<file path="src/rtl/cla_pkg.sv">
// cla_pkg: shared definitions for the pipelined carry-lookahead adder.
//   op_t                 - operation codes carried on in_op
//   GROUP                - bits per lookahead group
//   group_p / group_g    - group propagate / generate from bit-level p and g
//   group_carries        - carry into each bit of a group, seeded by cin
package cla_pkg;

  typedef enum logic [1:0] {
    OP_ADD  = 2'd0,
    OP_SUB  = 2'd1,
    OP_ADDC = 2'd2,
    OP_RSVD = 2'd3
  } op_t;

  localparam int GROUP = 4;

  function automatic logic group_p(input logic [3:0] p);
    return &p;
  endfunction

  function automatic logic group_g(input logic [3:0] g, input logic [3:0] p);
    return g[3] | (p[3] & g[2]) | (p[3] & p[2] & g[1]) | (p[3] & p[2] & p[1] & g[0]);
  endfunction

  // Two-level lookahead: every carry is a flat sum of products of g, p and cin,
  // so no carry waits on its neighbour inside the group.
  function automatic logic [3:0] group_carries(input logic [3:0] g, input logic [3:0] p,
                                               input logic cin);
    logic [3:0] c;
    c[0] = cin;
    c[1] = g[0] | (p[0] & cin);
    c[2] = g[1] | (p[1] & g[0]) | (p[1] & p[0] & cin);
    c[3] = g[2] | (p[2] & g[1]) | (p[2] & p[1] & g[0]) | (p[2] & p[1] & p[0] & cin);
    return c;
  endfunction

endpackage

</file>
<file path="src/rtl/cla_group4.sv">
// cla_group4: combinational 4-bit carry-lookahead slice.
//   a, b   in  4  operand bits (b already inverted for subtraction)
//   cin    in  1  carry into bit 0 of the group
//   sum    out 4  a + b + cin, low four bits
//   grp_p  out 1  group propagate
//   grp_g  out 1  group generate
//   cout   out 1  carry out of bit 3
module cla_group4
  import cla_pkg::*;
(
  input  logic [3:0] a,
  input  logic [3:0] b,
  input  logic       cin,
  output logic [3:0] sum,
  output logic       grp_p,
  output logic       grp_g,
  output logic       cout
);

  logic [3:0] g;
  logic [3:0] p;
  logic [3:0] c;

  assign g     = a & b;
  assign p     = a | b;
  assign c     = group_carries(g, p, cin);
  assign sum   = a ^ b ^ c;
  assign grp_p = group_p(p);
  assign grp_g = group_g(g, p);
  assign cout  = grp_g | (grp_p & cin);

endmodule

</file>
<file path="src/rtl/cla_adder_pipe.sv">
// cla_adder_pipe: two-stage pipelined carry-lookahead adder/subtractor with
// valid/ready handshakes on both sides, one operation per cycle.
//   clk, rst_n          clock and asynchronous active-low reset
//   in_valid/in_ready   operand handshake
//   in_a, in_b          operands (WIDTH bits)
//   in_op               ADD=0, SUB=1, ADDC=2, 3 behaves as ADD
//   in_cin              carry-in, only used by ADDC
//   out_valid/out_ready result handshake
//   out_sum             (a + b' + c0) mod 2^WIDTH
//   out_cout            carry out of the MSB (for SUB: 1 = no borrow)
//   out_ovf             two's-complement signed overflow
// Stage 1 forms the effective operands and bit/group propagate-generate terms;
// stage 2 resolves group carries and produces sum and flags.
module cla_adder_pipe
  import cla_pkg::*;
#(
  parameter int WIDTH = 16
) (
  input  logic             clk,
  input  logic             rst_n,
  input  logic             in_valid,
  output logic             in_ready,
  input  logic [WIDTH-1:0] in_a,
  input  logic [WIDTH-1:0] in_b,
  input  logic [1:0]       in_op,
  input  logic             in_cin,
  output logic             out_valid,
  input  logic             out_ready,
  output logic [WIDTH-1:0] out_sum,
  output logic             out_cout,
  output logic             out_ovf
);

  localparam int NG = WIDTH / GROUP;

  if (((WIDTH % GROUP) != 0) || (WIDTH < GROUP)) begin : g_width_check
    $error("cla_adder_pipe: WIDTH must be a multiple of 4 and at least 4");
  end

  // Handshake and stage enables. A stage may load when it is empty or when
  // the stage after it is moving; in_ready is therefore combinational from
  // out_ready (no skid buffer).
  logic s1_valid;
  logic s2_valid;
  logic s1_en;
  logic s2_en;

  assign s2_en     = !s2_valid || out_ready;
  assign s1_en     = !s1_valid || s2_en;
  assign in_ready  = s1_en;
  assign out_valid = s2_valid;

  // Operand conditioning: subtraction is a + ~b + 1, ADDC takes the external
  // carry, and the reserved code falls through to plain ADD.
  op_t              op;
  logic [WIDTH-1:0] b_eff;
  logic             c0_eff;
  logic [WIDTH-1:0] g_eff;
  logic [WIDTH-1:0] p_eff;
  logic [NG-1:0]    gp_eff;
  logic [NG-1:0]    gg_eff;

  always_comb begin
    op     = op_t'(in_op);
    b_eff  = in_b;
    c0_eff = 1'b0;
    case (op)
      OP_SUB: begin
        b_eff  = ~in_b;
        c0_eff = 1'b1;
      end
      OP_ADDC: c0_eff = in_cin;
      default: ;
    endcase
    g_eff = in_a & b_eff;
    p_eff = in_a | b_eff;
    for (int k = 0; k < NG; k++) begin
      gp_eff[k] = group_p(p_eff[k*GROUP +: GROUP]);
      gg_eff[k] = group_g(g_eff[k*GROUP +: GROUP], p_eff[k*GROUP +: GROUP]);
    end
  end

  // Stage 1 register bank. Data only loads with a real beat so the bank
  // holds its last contents while idle.
  logic [WIDTH-1:0] s1_a;
  logic [WIDTH-1:0] s1_b;
  logic             s1_c0;
  logic [WIDTH-1:0] s1_g;
  logic [WIDTH-1:0] s1_p;
  logic [NG-1:0]    s1_gp;
  logic [NG-1:0]    s1_gg;

  always_ff @(posedge clk or negedge rst_n) begin
    if (!rst_n) begin
      s1_valid <= 1'b0;
      s1_a     <= '0;
      s1_b     <= '0;
      s1_c0    <= 1'b0;
      s1_g     <= '0;
      s1_p     <= '0;
      s1_gp    <= '0;
      s1_gg    <= '0;
    end else if (s1_en) begin
      s1_valid <= in_valid;
      if (in_valid) begin
        s1_a  <= in_a;
        s1_b  <= b_eff;
        s1_c0 <= c0_eff;
        s1_g  <= g_eff;
        s1_p  <= p_eff;
        s1_gp <= gp_eff;
        s1_gg <= gg_eff;
      end
    end
  end

  // Group-level carries from the registered group P/G, seeded by c0.
  logic [NG:0] grp_c;

  always_comb begin
    grp_c[0] = s1_c0;
    for (int k = 0; k < NG; k++) begin
      grp_c[k+1] = s1_gg[k] | (s1_gp[k] & grp_c[k]);
    end
  end

  logic [WIDTH-1:0] s2_sum;
  logic [NG-1:0]    inst_p;
  logic [NG-1:0]    inst_g;
  logic [NG-1:0]    inst_cout;

  for (genvar k = 0; k < NG; k++) begin : g_grp
    cla_group4 u_grp (
      .a     (s1_a[k*GROUP +: GROUP]),
      .b     (s1_b[k*GROUP +: GROUP]),
      .cin   (grp_c[k]),
      .sum   (s2_sum[k*GROUP +: GROUP]),
      .grp_p (inst_p[k]),
      .grp_g (inst_g[k]),
      .cout  (inst_cout[k])
    );
  end

  // Carry into the MSB is recovered from its half-sum (p & ~g == a ^ b')
  // and the sum bit, avoiding a separate carry tap inside the top group.
  logic cout_next;
  logic msb_cin;
  logic ovf_next;

  assign cout_next = inst_cout[NG-1];
  assign msb_cin   = (s1_p[WIDTH-1] & ~s1_g[WIDTH-1]) ^ s2_sum[WIDTH-1];
  assign ovf_next  = msb_cin ^ cout_next;

  // Stage 2 register bank, which is also the output register.
  always_ff @(posedge clk or negedge rst_n) begin
    if (!rst_n) begin
      s2_valid <= 1'b0;
      out_sum  <= '0;
      out_cout <= 1'b0;
      out_ovf  <= 1'b0;
    end else if (s2_en) begin
      s2_valid <= s1_valid;
      if (s1_valid) begin
        out_sum  <= s2_sum;
        out_cout <= cout_next;
        out_ovf  <= ovf_next;
      end
    end
  end

  // Consistency between the stage-1 terms and what the stage-2 slices
  // recompute from the same registered operands.
  a_grp_consistent : assert property (@(posedge clk) disable iff (!rst_n)
    (inst_p == s1_gp) && (inst_g == s1_gg) && (inst_cout == grp_c[NG:1]));

  a_bit_terms : assert property (@(posedge clk) disable iff (!rst_n)
    (s1_g == (s1_a & s1_b)) && (s1_p == (s1_a | s1_b)));

endmodule
</file>
<file path="config.mk">
export PLATFORM = sky130hd
export DESIGN_NAME = cla_adder_pipe
export DESIGN_NICKNAME = d
export VERILOG_FILES = /design/src/rtl/cla_pkg.sv /design/src/rtl/cla_group4.sv /design/src/rtl/cla_adder_pipe.sv
export SDC_FILE = /design/constraint.sdc
export NUM_CORES = 1
export LEC_CHECK = 0
export ABC_CLOCK_PERIOD_IN_PS = 3400
export CAP_MARGIN = 30
export CORE_MARGIN = 4
export CORE_UTILIZATION = 55
export DETAILED_ROUTE_END_ITERATION = 8
export PLACE_DENSITY = 0.85
export SYNTH_ARGS = -nofsm -noshare
export SYNTH_HDL_FRONTEND = slang
export SYNTH_HIERARCHICAL = 1
export SYNTH_SLANG_ARGS = --single-unit
</file>
<file path="constraint.sdc">
create_clock -name clk -period 3.4 [get_ports clk]
set_input_delay 0.68 -clock clk [delete_from_list [all_inputs] [get_ports clk]]
set_output_delay 0.68 -clock clk [all_outputs]
set_load 0.005 [all_outputs]
</file>
# Word level (Yosys, flattened, before mapping)
# Index checks and enable logic that the tools add are counted.
[totals] ff_bits=91 in_bits=39 out_inout_bits=20 elab_cells=149
[op_classes] n_eq_ne=2 muxes=2 bitwise_logic=123 reduce_logical=10
[ops] cell="bitwise AND 1 bit" n=61
[ops] cell="bitwise OR 1 bit" n=40
[ops] cell="XOR 4 bit" n=8
[ops] cell="bitwise AND 16 bit" n=1
[ops] cell="2-to-1 mux 16 bit" n=1
[ops] cell="inverter 16 bit" n=1
[ops] cell="bitwise OR 16 bit" n=1
[ops] cell="AND reduction 4 bit" n=4
[ops] cell="bitwise AND 3 bit" n=3
[ops] cell="bitwise OR 3 bit" n=3
[ops] cell="bitwise AND 4 bit" n=1
[ops] cell="bitwise OR 4 bit" n=1
[ops] cell="AND reduction 2 bit" n=2
[ops] cell="equality test 2 x 1 -> 1 bit, second input constant" n=1
[ops] cell="equality test 2 bit, second input constant" n=1
[ops] cell="logical NOT 1 bit" n=2
[ops] cell="logical OR 1 bit" n=2
[ops] cell="case mux 1 bit (2 select lines)" n=1
[ops] cell="XOR 1 bit" n=2
[ops] cell="inverter 1 bit" n=1

# Logic depth before layout (Yosys ltp)
# Gate-level depths: netlist of the first run.
[depth] depth_word=11 mapped_depth=10 ltp_nobuf=10

# By module
# The synthesis of the first run kept the hierarchy.
[by_module_without_submodules] mod="cla_adder_pipe" n_inst=1 cells_per_inst=300 area_each_um2=2961.6
[by_module_without_submodules] mod="cla_group4" n_inst=4 cells_per_inst=35 area_each_um2=275.3

# Worst setup path before layout of the first run
# No wires, ideal clock.
[synth_path] kind="flip-flop to flip-flop" startpoint="reg s1_c0" endpoint="reg out_ovf" t_arrival_ps=1979 setup_slack_ps=1295 stages_incl_launch_ff=11 path_buffers=0 synth_period_minus_slack_ps=2105 path_cell_list="dfrtp_1 a21o_1 a21o_1 a21o_1 inv_1 or4_4 nand2_1 xor2_1 xor2_1 xnor2_1 o21ai_0"
[synth_between] elab_chain_cells=11 word_cells_on_any_way=13 cone_classes="bitwise (13)"
[synth_rtl] element="start: declaration" line="cla_adder_pipe.sv:87" text="logic s1_c0;"
[synth_rtl] element="start signal: assignment" line="cla_adder_pipe.sv:98" text="s1_c0 <= 1'b0;"
[synth_rtl] element="start signal: assignment" line="cla_adder_pipe.sv:108" text="s1_c0 <= c0_eff;"
[synth_rtl] element="bitwise AND 1 bit" line="cla_adder_pipe.sv:123" text="grp_c[k+1] = s1_gg[k] | (s1_gp[k] & grp_c[k]);"
[synth_rtl] element="bitwise OR 1 bit" line="cla_adder_pipe.sv:123"
[synth_rtl] element="named net grp_c[1]" line="cla_adder_pipe.sv:118" text="logic [NG:0] grp_c;"
[synth_rtl] element="bitwise AND 1 bit" line="cla_adder_pipe.sv:123"
[synth_rtl] element="bitwise OR 1 bit" line="cla_adder_pipe.sv:123"
[synth_rtl] element="named net grp_c[2]" line="cla_adder_pipe.sv:118"
[synth_rtl] element="bitwise AND 1 bit" line="cla_adder_pipe.sv:123"
[synth_rtl] element="bitwise OR 1 bit" line="cla_adder_pipe.sv:123"
[synth_rtl] element="named net grp_c[3]" line="cla_adder_pipe.sv:118"
[synth_rtl] element="bitwise AND 1 bit" line="cla_pkg.sv:33" text="c[3] = g[2] | (p[2] & g[1]) | (p[2] & p[1] & g[0]) | (p[2] & p[1] & p[0] & cin);"
[synth_rtl] element="bitwise OR 1 bit" line="cla_pkg.sv:33"
[synth_rtl] element="XOR 4 bit" line="cla_group4.sv:27" text="assign sum = a ^ b ^ c;"
[synth_rtl] element="named net s2_sum[15]" line="cla_adder_pipe.sv:127" text="logic [WIDTH-1:0] s2_sum;"
[synth_rtl] element="XOR 1 bit" line="cla_adder_pipe.sv:151" text="assign msb_cin = (s1_p[WIDTH-1] & ~s1_g[WIDTH-1]) ^ s2_sum[WIDTH-1];"
[synth_rtl] element="XOR 1 bit" line="cla_adder_pipe.sv:152" text="assign ovf_next = msb_cin ^ cout_next;"
[synth_rtl] element="end signal: assignment" line="cla_adder_pipe.sv:166" text="out_ovf <= ovf_next;"
[synth_rtl] element="end: declaration" line="cla_adder_pipe.sv:31" text="output logic out_ovf"
# The timed path passes the listed nets, and every way through them passes these cells.
# A chain may end at the register's enable or synchronous reset.

# Worst setup path in the final report of the first run
[layout_path] startpoint="in out_ready" endpoint="out in_ready"
[layout_between] elab_chain_cells=2
[layout_rtl] element="start: declaration" line="cla_adder_pipe.sv:28" text="input logic out_ready,"
[layout_rtl] element="logical OR 1 bit" line="cla_adder_pipe.sv:48" text="assign s2_en = !s2_valid || out_ready;"
[layout_rtl] element="logical OR 1 bit" line="cla_adder_pipe.sv:49" text="assign s1_en = !s1_valid || s2_en;"
[layout_rtl] element="end: declaration" line="cla_adder_pipe.sv:22" text="output logic in_ready,"
# No other way between the ends.

==> run metrics, run 1 <==
status complete, no violations; H-Tree Depth 3; Port Buf Inserts 58; largest net degree at the start of global routing 60; detailed placement HPWL 5.787 mm; Clock Latency Late Sink 0.34 ns; final worst slack 0.8971 ns; final hold slack 0.3429 ns; via count 3,058; Nets 559; DRC Markers 0; Crit path buffers/inverters 2; most frequent cells in the layout 84 x nand2_1, 61 x dfrtp_1, 60 x inv_1; syn_nets 501; clk root buf clkbuf_8; final setup fails 0; Mapped Area 3936 sq um; commonest non-fill, non-tap cell in the layout nand2_1; Clock Power Share 0.260; Flop pwr share 0.387; post-CTS sizing 0; Die Y 92.60 um; Antenna Cells 0; Pleak 2.270 nW; # hold bufs at CTS 0; clk sinks 61; layout cells sized above 1 0.1029; switching share of power 0.2991; PD cells 557.6 nW/um^2; fillers 544; antenna violations before repair 0; crit-path max cell delay 0.51 ns; NetSw 0.7915 mW; Ports 59; critical path peak fanout 4; Int Pwr 1.855 mW; family with the most delay on the worst path buffers and inverters; Rel. slew slack 0.3683; first-pass GRT wire length 13.08 mm; Max Clock Freq 399.5 MHz; Worst path slowest cell clkdlybuf4s50_1; Reg clk slew, reported paths 0.06 ns; crit path cell chain clkdlybuf4s50_1 -> nand3b_2 -> clkdlybuf4s50_1; minimum clock period 2.503 ns; Post-Synthesis Cells 423; area of placed instances 4539 sq um; Initial Utilization 0.5730; unrepaired setup endpoints after global routing false; Global Route Usage Sum 0.1925; sum of negative setup slack 0 ns; Clock Skew 0.006229 ns; Avg WL per Cell 13.53 um; Worst-Margin Slew 0.9442 ns; largest buffer count on any clock path 2; GPL Wtd Cong 0.7984; Mapped Avg Cell Area 9.306 sq um; Crit. End Element primary output; kind of start point of the critical path primary input; Die Footprint 8575 sq um; grt ovf 0; vias per cell 5.254; hold violation total from the final report 0; pre-CTS WS 0.6570 ns; CTS tree yes; drt first pass iters 5; Post-DRT Antenna Nets 0; num rows 30; Max Transition Viols Final 0; YS warnings 6; setup bufs post-CTS 0; critical path type primary input to primary output; DRC marker count from the first detailed-route iteration 124; DRT Wirelength 7.872 mm; Critical Path AT 1.82 ns; max-cap violations 0; CP dominant cell by count clkdlybuf4s50_1; chip width 92.60 um; worst hold path type primary input to asynchronous set/reset pin; cell area after layout 4746 sq um; combinational power share 0.353; period utilisation layout 0.7361; Num CTS Buffers 9; vias in the first global route 2,991; Critical Path RT 2.72 ns; Core Box Area 6869 sq um; P&R area growth vs syn 20.57%; peak supply drop 0.0002133 V
==> sequential cells by signal (all words and copies together) (netlist names) <==
name / count
s1_b: 16
s1_valid: 1
out_valid: 1
s1_c0: 1
s1_gg: 3
out_sum: 16
s1_gp: 3
s1_a: 16
s1_g: 1
out_ovf: 1
s1_p: 1
out_cout: 1
==> metrics by stage <==
stage	instances	utilization	total power, mW
global route	582	0.6909	2.820
detailed placement	566	0.6608	1.979
CTS	582	0.6909	2.675
finish	582	0.6909	2.646
global placement	566	0.6608	1.926
floorplan	423	-	1.568
==> cell type report <==
cell class | count | area, sq um | share of cell area
clock inverter | 5 | 75.07 | 0.01582
timing repair buffer | 62 | 605.6 | 0.1276
clock buffer | 11 | 131.4 | 0.02768
sequential | 61 | 1526 | 0.3216
inverter | 60 | 225.2 | 0.04746
tap | 96 | 120.1 | 0.02531
multi-input combinational | 287 | 2062 | 0.4345
==> final timing paths <==
| check | from | end | slack, ns | depth (start not counted) |
|---|---|---|---|---|
| max in group asynchronous | rst_n | s1_b[3] | 2.18 | 2 |
| setup reg to reg | s1_c0 | out_ovf | 0.93 | 10 |
| hold reg to reg | out_ovf | out_ovf | 0.48 | 2 |
| setup / recovery | out_ready | in_ready | 0.90 | 3 |
| hold / removal | rst_n | s1_valid | 0.34 | 1 |
| min in group clk | out_ovf | out_ovf | 0.48 | 2 |
==> per-layer routing <==
metal,track usage,share of wire,vias up
li1,-,-,1500
met1,0.2275,0.42,1463
met2,0.3353,0.51,85
met3,0.02924,0.045,10
met4,0.1027,0.020,0
met5,0,0,-
==> power by group through the flow <==
stage                     sequential [mW]  combinational (mW)  clock (mW)
final                                1.02               0.935       0.688
after global routing                 1.05                1.04       0.735
after CTS                            1.02               0.949       0.702
after detailed placement             1.04               0.942           0
after global placement               1.02               0.903           0
after floorplan                      1.03               0.542           0
==> worst reg2reg max path, delay by kind of cell, from the launching register on <==
kind                      cells  cell delay [ns]
and+or+nand+nor               2             0.63
DFF                           1             0.41
AOI/OAI and AO/OA             4             0.70
buffers and inverters         1             0.09
xor gates and xnor gates      3             0.52
Note: power is estimated with default switching activity, not from simulation.
==> run 2: changes to the inputs <==
Settings changed: ABC_CLOCK_PERIOD_IN_PS 3400 to 2200, CORE_UTILIZATION 55 to 50, PLACE_DENSITY 0.85 to 0.81.
Clock period 3.4 ns to 2.2 ns, I/O delays scaled along.
==> run 2 against run 1 <==
Net effect: final cell count increased by 2.2%; combinational power up 63%; flip-flop and latch count unchanged; clock power rose by 30%; power is 50% higher; utilization shrank 6.2 points; routed wire length is 0.85% lower; via count fell by 0.98%; clock skew grew 0.0014 ns; sequential power is 54% higher; final area rose by 1.9%; global-route usage down 1.7 points; largest cell class unchanged; largest power group unchanged; highest routed layer unchanged.
==> run metrics, run 2 (synthesized netlist as in run 1, its figures left out) <==
status complete, no violations; Crit. End Element flip-flop; vias in the first global route 3,039 (+1.6%); final setup fails 0 (unchanged); placed cells 577 (+1.9%); PD cells 823.0 nW/um^2 (+48%); Antenna Cells 0 (unchanged); total power 3.981 mW (+50%); vias per cell 5.089 (-3.1%); worst hold path type primary input to asynchronous set/reset pin; NetSw 1.208 mW (+53%); chip width 96.73 um (+4.5%); grt ovf 0 (unchanged); Core Box Area 7687 sq um (+12%); Global Route Usage Sum 0.1755 (-0.01697); switching share of power 0.3035 (+0.004362); DRC Markers 0 (unchanged); Critical Path AT 2.38 ns (+0.56 ns); max-cap violations 0 (unchanged); Max Transition Viols Final 0 (unchanged); Rel. slew slack 0.6791 (+0.3107); Die Y 96.73 um (+4.5%); Critical Path RT 2.41 ns (-0.31 ns); Clock Skew 0.007594 ns (+0.001365 ns); commonest non-fill, non-tap cell in the layout nand2_1; Initial Utilization 0.5120 (-0.06100); largest buffer count on any clock path 2 (unchanged); Post-DRT Antenna Nets 0 (unchanged); layout cells sized above 1 0.1217 (+0.01882); Clock Power Share 0.224 (-0.036); minimum clock period 2.168 ns; combinational power share 0.381 (+0.028); antenna violations before repair 0 (unchanged); clk sinks 61 (unchanged); H-Tree Depth 3 (unchanged); P&R area growth vs syn 22.89%; Pleak 2.308 nW (+1.6%); GPL Wtd Cong 0.8322 (+4.2%); critical path type flip-flop to flip-flop; Largest regs out_sum (16), s1_a (16), s1_b (16); DRC marker count from the first detailed-route iteration 67 (-46%); most frequent cells in the layout 83 x nand2_1, 61 x dfrtp_1, 59 x inv_1; Flop pwr share 0.394 (+0.007); Port Buf Inserts 58 (unchanged); final hold slack 0.05499 ns (-0.2879 ns); Die Footprint 9356 sq um (+9.1%); Ports 59 (unchanged); detailed placement HPWL 5.858 mm (+1.2%); fin util 0.6292 (-0.06166); critical path peak fanout 2 (-2); CTS tree yes; DRT Wirelength 7.805 mm (-0.85%); Layout Cells excl Fill 595 (+2.2%); Max Clock Freq 461.3 MHz; first-pass GRT wire length 13.54 mm (+3.5%); sum of negative setup slack 0 ns (unchanged); num rows 32 (+6.7%); peak supply drop 0.0003116 V (+46%); period utilisation layout 0.9854; clk root buf clkbuf_8; hold violation total from the final report 0 (unchanged); Clock Latency Late Sink 0.34 ns (about the same); via count 3,028 (-0.98%); Int Pwr 2.773 mW (+50%); largest net degree at the start of global routing 60 (unchanged); unrepaired setup endpoints after global routing true; Num CTS Buffers 9 (unchanged); Avg WL per Cell 13.12 um (-3.0%); Reg clk slew, reported paths 0.06 ns (about the same); kind of start point of the critical path flip-flop; drt first pass iters 4 (-1); Worst-Margin Slew 0.4814 ns (-0.4628 ns); Nets 567 (+1.4%)
-- run 2: cell count changes in the layout (fill, tap and decap cells not counted), sizes merged --
cell | before | now
clkinv | 3 | 1
clkbuf | 11 | 14
buf | 5 | 13
bufinv | 2 | 0
-- run 2: final timing paths --
kind	endpoint	cells past startpoint	slack, ns	start
max in group asynchronous	s1_a[12]	2	1.50	rst_n
setup / recovery	out_ovf	10	0.03	s1_gp[0]
hold / removal	s1_valid	1	0.05	rst_n
setup reg to reg	out_ovf	10	0.03	s1_gp[0]
min in group clk	s1_p[15]	2	0.47	s1_p[15]
hold reg to reg	s1_p[15]	2	0.47	s1_p[15]
-- run 2: worst max-delay path: stages, from the launching register on --
cell and delay, ns:
dfrtp_1 0.35, a21o_1 0.15, a21o_1 0.15, a21o_1 0.17
inv_2 0.06, or4_4 0.50, nand2_4 0.08, xor2_2 0.16
xor2_1 0.21, xnor2_1 0.14, o21ai_1 0.07
-- run 2: area by class of cell --
cell class	instances	area [sq um]
well taps	102	127.6
repair buffers	70	703.2
fillers	658	2850
inverters	60	225.2
clock buffers	14	172.7
multi-input cells	287	2077
clock inverters	1	5.005
flip-flops and latches	61	1526
-- run 2: per-layer routing --
layer	part of all wire	GRT usage	vias to the layer above
met5	0	0	-
met4	0.025	0.08423	0
met3	0.033	0.03028	15
met2	0.52	0.3116	61
met1	0.43	0.2041	1433
li1	-	-	1519
-- run 2: what timing repair did --
item                       CTS  global route
gates resized for setup      3             2
hold buffers                 0             0
setup buffers                3             0
setup endpoints to repair    1             1
gates cloned                 0             0
pin swaps                    6             1
-- run 2: power groups by stage --
stage                     Sequential [mW]  Combinational, mW  Clock (mW)
final                                1.57               1.52       0.893
after global placement               1.58               1.43           0
after CTS                            1.57               1.54       0.916
after floorplan                      1.59              0.838           0
after global routing                 1.61               1.68       0.963
after detailed placement             1.60               1.50           0
-- run 2: metrics by stage --
step	instance area (sq um)	setup WS (ns)
detailed placement	4622	-0.1054
finish	4837	0.03216
global placement	4622	0.04183
floorplan	3936	0.09513
CTS	4837	0.02551
global route	4837	-0.04964
==> run 3: changes to the inputs <==
Settings changed: ABC_CLOCK_PERIOD_IN_PS 2200 to 2700, CORE_UTILIZATION 50 to 55, PLACE_DENSITY 0.81 to 0.85.
Clock period 2.2 ns to 2.7 ns, I/O delays scaled along.
==> run 3 against run 2 <==
Net effect: sequential share of layout area increased by 0.32 points; final cell count shrank 2.2%; largest power group unchanged; clock power down 5.3%; first-iteration DRC count is 30% higher.
==> run metrics, run 3 (synthesized netlist as in run 1, its figures left out) <==
status complete, no violations; Critical Path RT 2.90 ns (+0.49 ns); Ports 59 (unchanged); first-pass GRT wire length 13.05 mm (-3.6%); Max Clock Freq 424.6 MHz (-8.0%); cell area after layout 4788 sq um (-1.0%); Num CTS Buffers 9 (unchanged); minimum clock period 2.355 ns (+0.1873 ns); critical path peak fanout 4 (+2); sum of negative setup slack 0 ns (unchanged); Max Transition Viols Final 0 (unchanged); period utilisation layout 0.8723 (-0.1131); busiest layer in global routing met2; hold violation total from the final report 0 (unchanged); drt first pass iters 5 (+1); PD cells 693.3 nW/um^2 (-16%); Worst R2R Start s1_c0; # hold bufs at CTS 0 (unchanged); placed cells 566 (-1.9%); DRT Wirelength 7.708 mm (-1.2%); DRC Markers 0 (unchanged); grt ovf 0 (unchanged); chip width 92.60 um (-4.3%); vias per cell 5.253 (+3.2%); GR Layer Usage met2 0.3486 (+0.03707); setup bufs post-CTS 0 (-3); worst hold path type primary input to asynchronous set/reset pin; clk root buf clkbuf_8; detailed placement HPWL 5.729 mm (-2.2%); Setup crit start s1_c0; clk sinks 61 (unchanged); Antenna Cells 0 (unchanged); peak supply drop 0.0002339 V (-25%); Port Buf Inserts 58 (unchanged); H-Tree Depth 3 (unchanged); largest net degree at the start of global routing 44 (-27%); P&R area growth vs syn 21.65%; Layout Cells excl Fill 582 (-2.2%); Avg WL per Cell 13.24 um (+0.96%); total power 3.320 mW (-17%); CTS tree yes; post-CTS sizing 0 (-3); commonest non-fill, non-tap cell in the layout nand2_1; GPL Wtd Cong 0.7907 (-5.0%); Global Route Usage Sum 0.1892 (+0.01374); max-cap violations 0 (unchanged); Die Footprint 8575 sq um (-8.3%); Reg clk slew, reported paths 0.07 ns (about the same); final hold slack 0.2368 ns (+0.1818 ns); area of placed instances 4577 sq um (-0.97%); unrepaired setup endpoints after global routing false; Nets 559 (-1.4%); Core Box Area 6869 sq um (-11%); Largest regs out_sum (16), s1_a (16), s1_b (16); largest buffer count on any clock path 2 (unchanged); Die Y 92.60 um (-4.3%); final setup fails 0 (unchanged); met3 usage 0.04549 (+0.01521); via count 3,057 (+0.96%); num rows 30 (-6.3%); layout cells sized above 1 0.1049 (-0.01677); vias in the first global route 2,982 (-1.9%); Worst-Margin Slew 0.6644 ns (+0.1830 ns); critical path type flip-flop to flip-flop; Post-DRT Antenna Nets 0 (unchanged); Clock Skew 0.007575 ns (-0.00001854 ns); kind of start point of the critical path flip-flop; Pleak 2.282 nW (-1.1%); met1 Resource Use GR 0.2152 (+0.01109); Critical Path AT 2.55 ns (+0.17 ns); most frequent cells in the layout 84 x nand2_1, 61 x dfrtp_1, 60 x inv_1; Clock Latency Late Sink 0.33 ns (about the same); DRC marker count from the first detailed-route iteration 87 (+30%); antenna violations before repair 0 (unchanged); Initial Utilization 0.5730 (+0.06100); Rel. slew slack 0.5571 (-0.1220); Crit. End Element flip-flop
## run 3: report_power, final
group / total, mW / internal [mW] / switching, mW / leakage (nW)
logic: 1.19 / 0.682 / 0.506 / 1.44
registers: 1.29 / 1.15 / 0.140 / 0.735
clock network: 0.846 / 0.501 / 0.345 / 0.106
total: 3.32 / 2.33 / 0.991 / 2.28
## run 3: path summary, 6_finish.rpt
check                              endpoint  slack (ns)  cells after the start
worst max-delay path                out_ovf        0.34                     10
worst min register to register     s1_p[15]        0.47                      2
max in group asynchronous       out_sum[11]        1.85                      2
min in group clk                   s1_p[15]        0.47                      2
worst min-delay path             out_sum[5]        0.24                      1
worst max register to register      out_ovf        0.34                     10
## run 3: final cells by class
| cell class | instances | area, sq um |
|---|---|---|
| clock inverters | 3 | 42.54 |
| fillers | 507 | 2081 |
| repair buffers | 62 | 643.1 |
| well taps | 96 | 120.1 |
| flip-flops and latches | 61 | 1526 |
| multi-input cells | 287 | 2062 |
| inverters | 60 | 225.2 |
| clock buffers | 13 | 168.9 |
## run 3: per-layer routing
metal  routed length (um)  part of all wire
met5                    0                 0
met4                  106             0.014
met3                  394             0.051
met2                 3958              0.51
met1                 3248              0.42
## run 3: critical path: stages (launching register included)
cell     delay [ns]
dfrtp_1        0.39
a21o_1         0.18
a21o_1         0.17
a21o_1         0.16
inv_1          0.07
or4_4          0.53
nand2_1        0.10
xor2_1         0.23
xor2_1         0.20
xnor2_1        0.13
o21ai_0        0.08
## run 3: per-stage QoR
step	util	worst slack (ns)
floorplan	-	0.5951
global placement	0.6663	0.4555
detailed placement	0.6663	0.3768
CTS	0.6971	0.3274
global route	0.6971	0.1491
finish	0.6971	0.3449
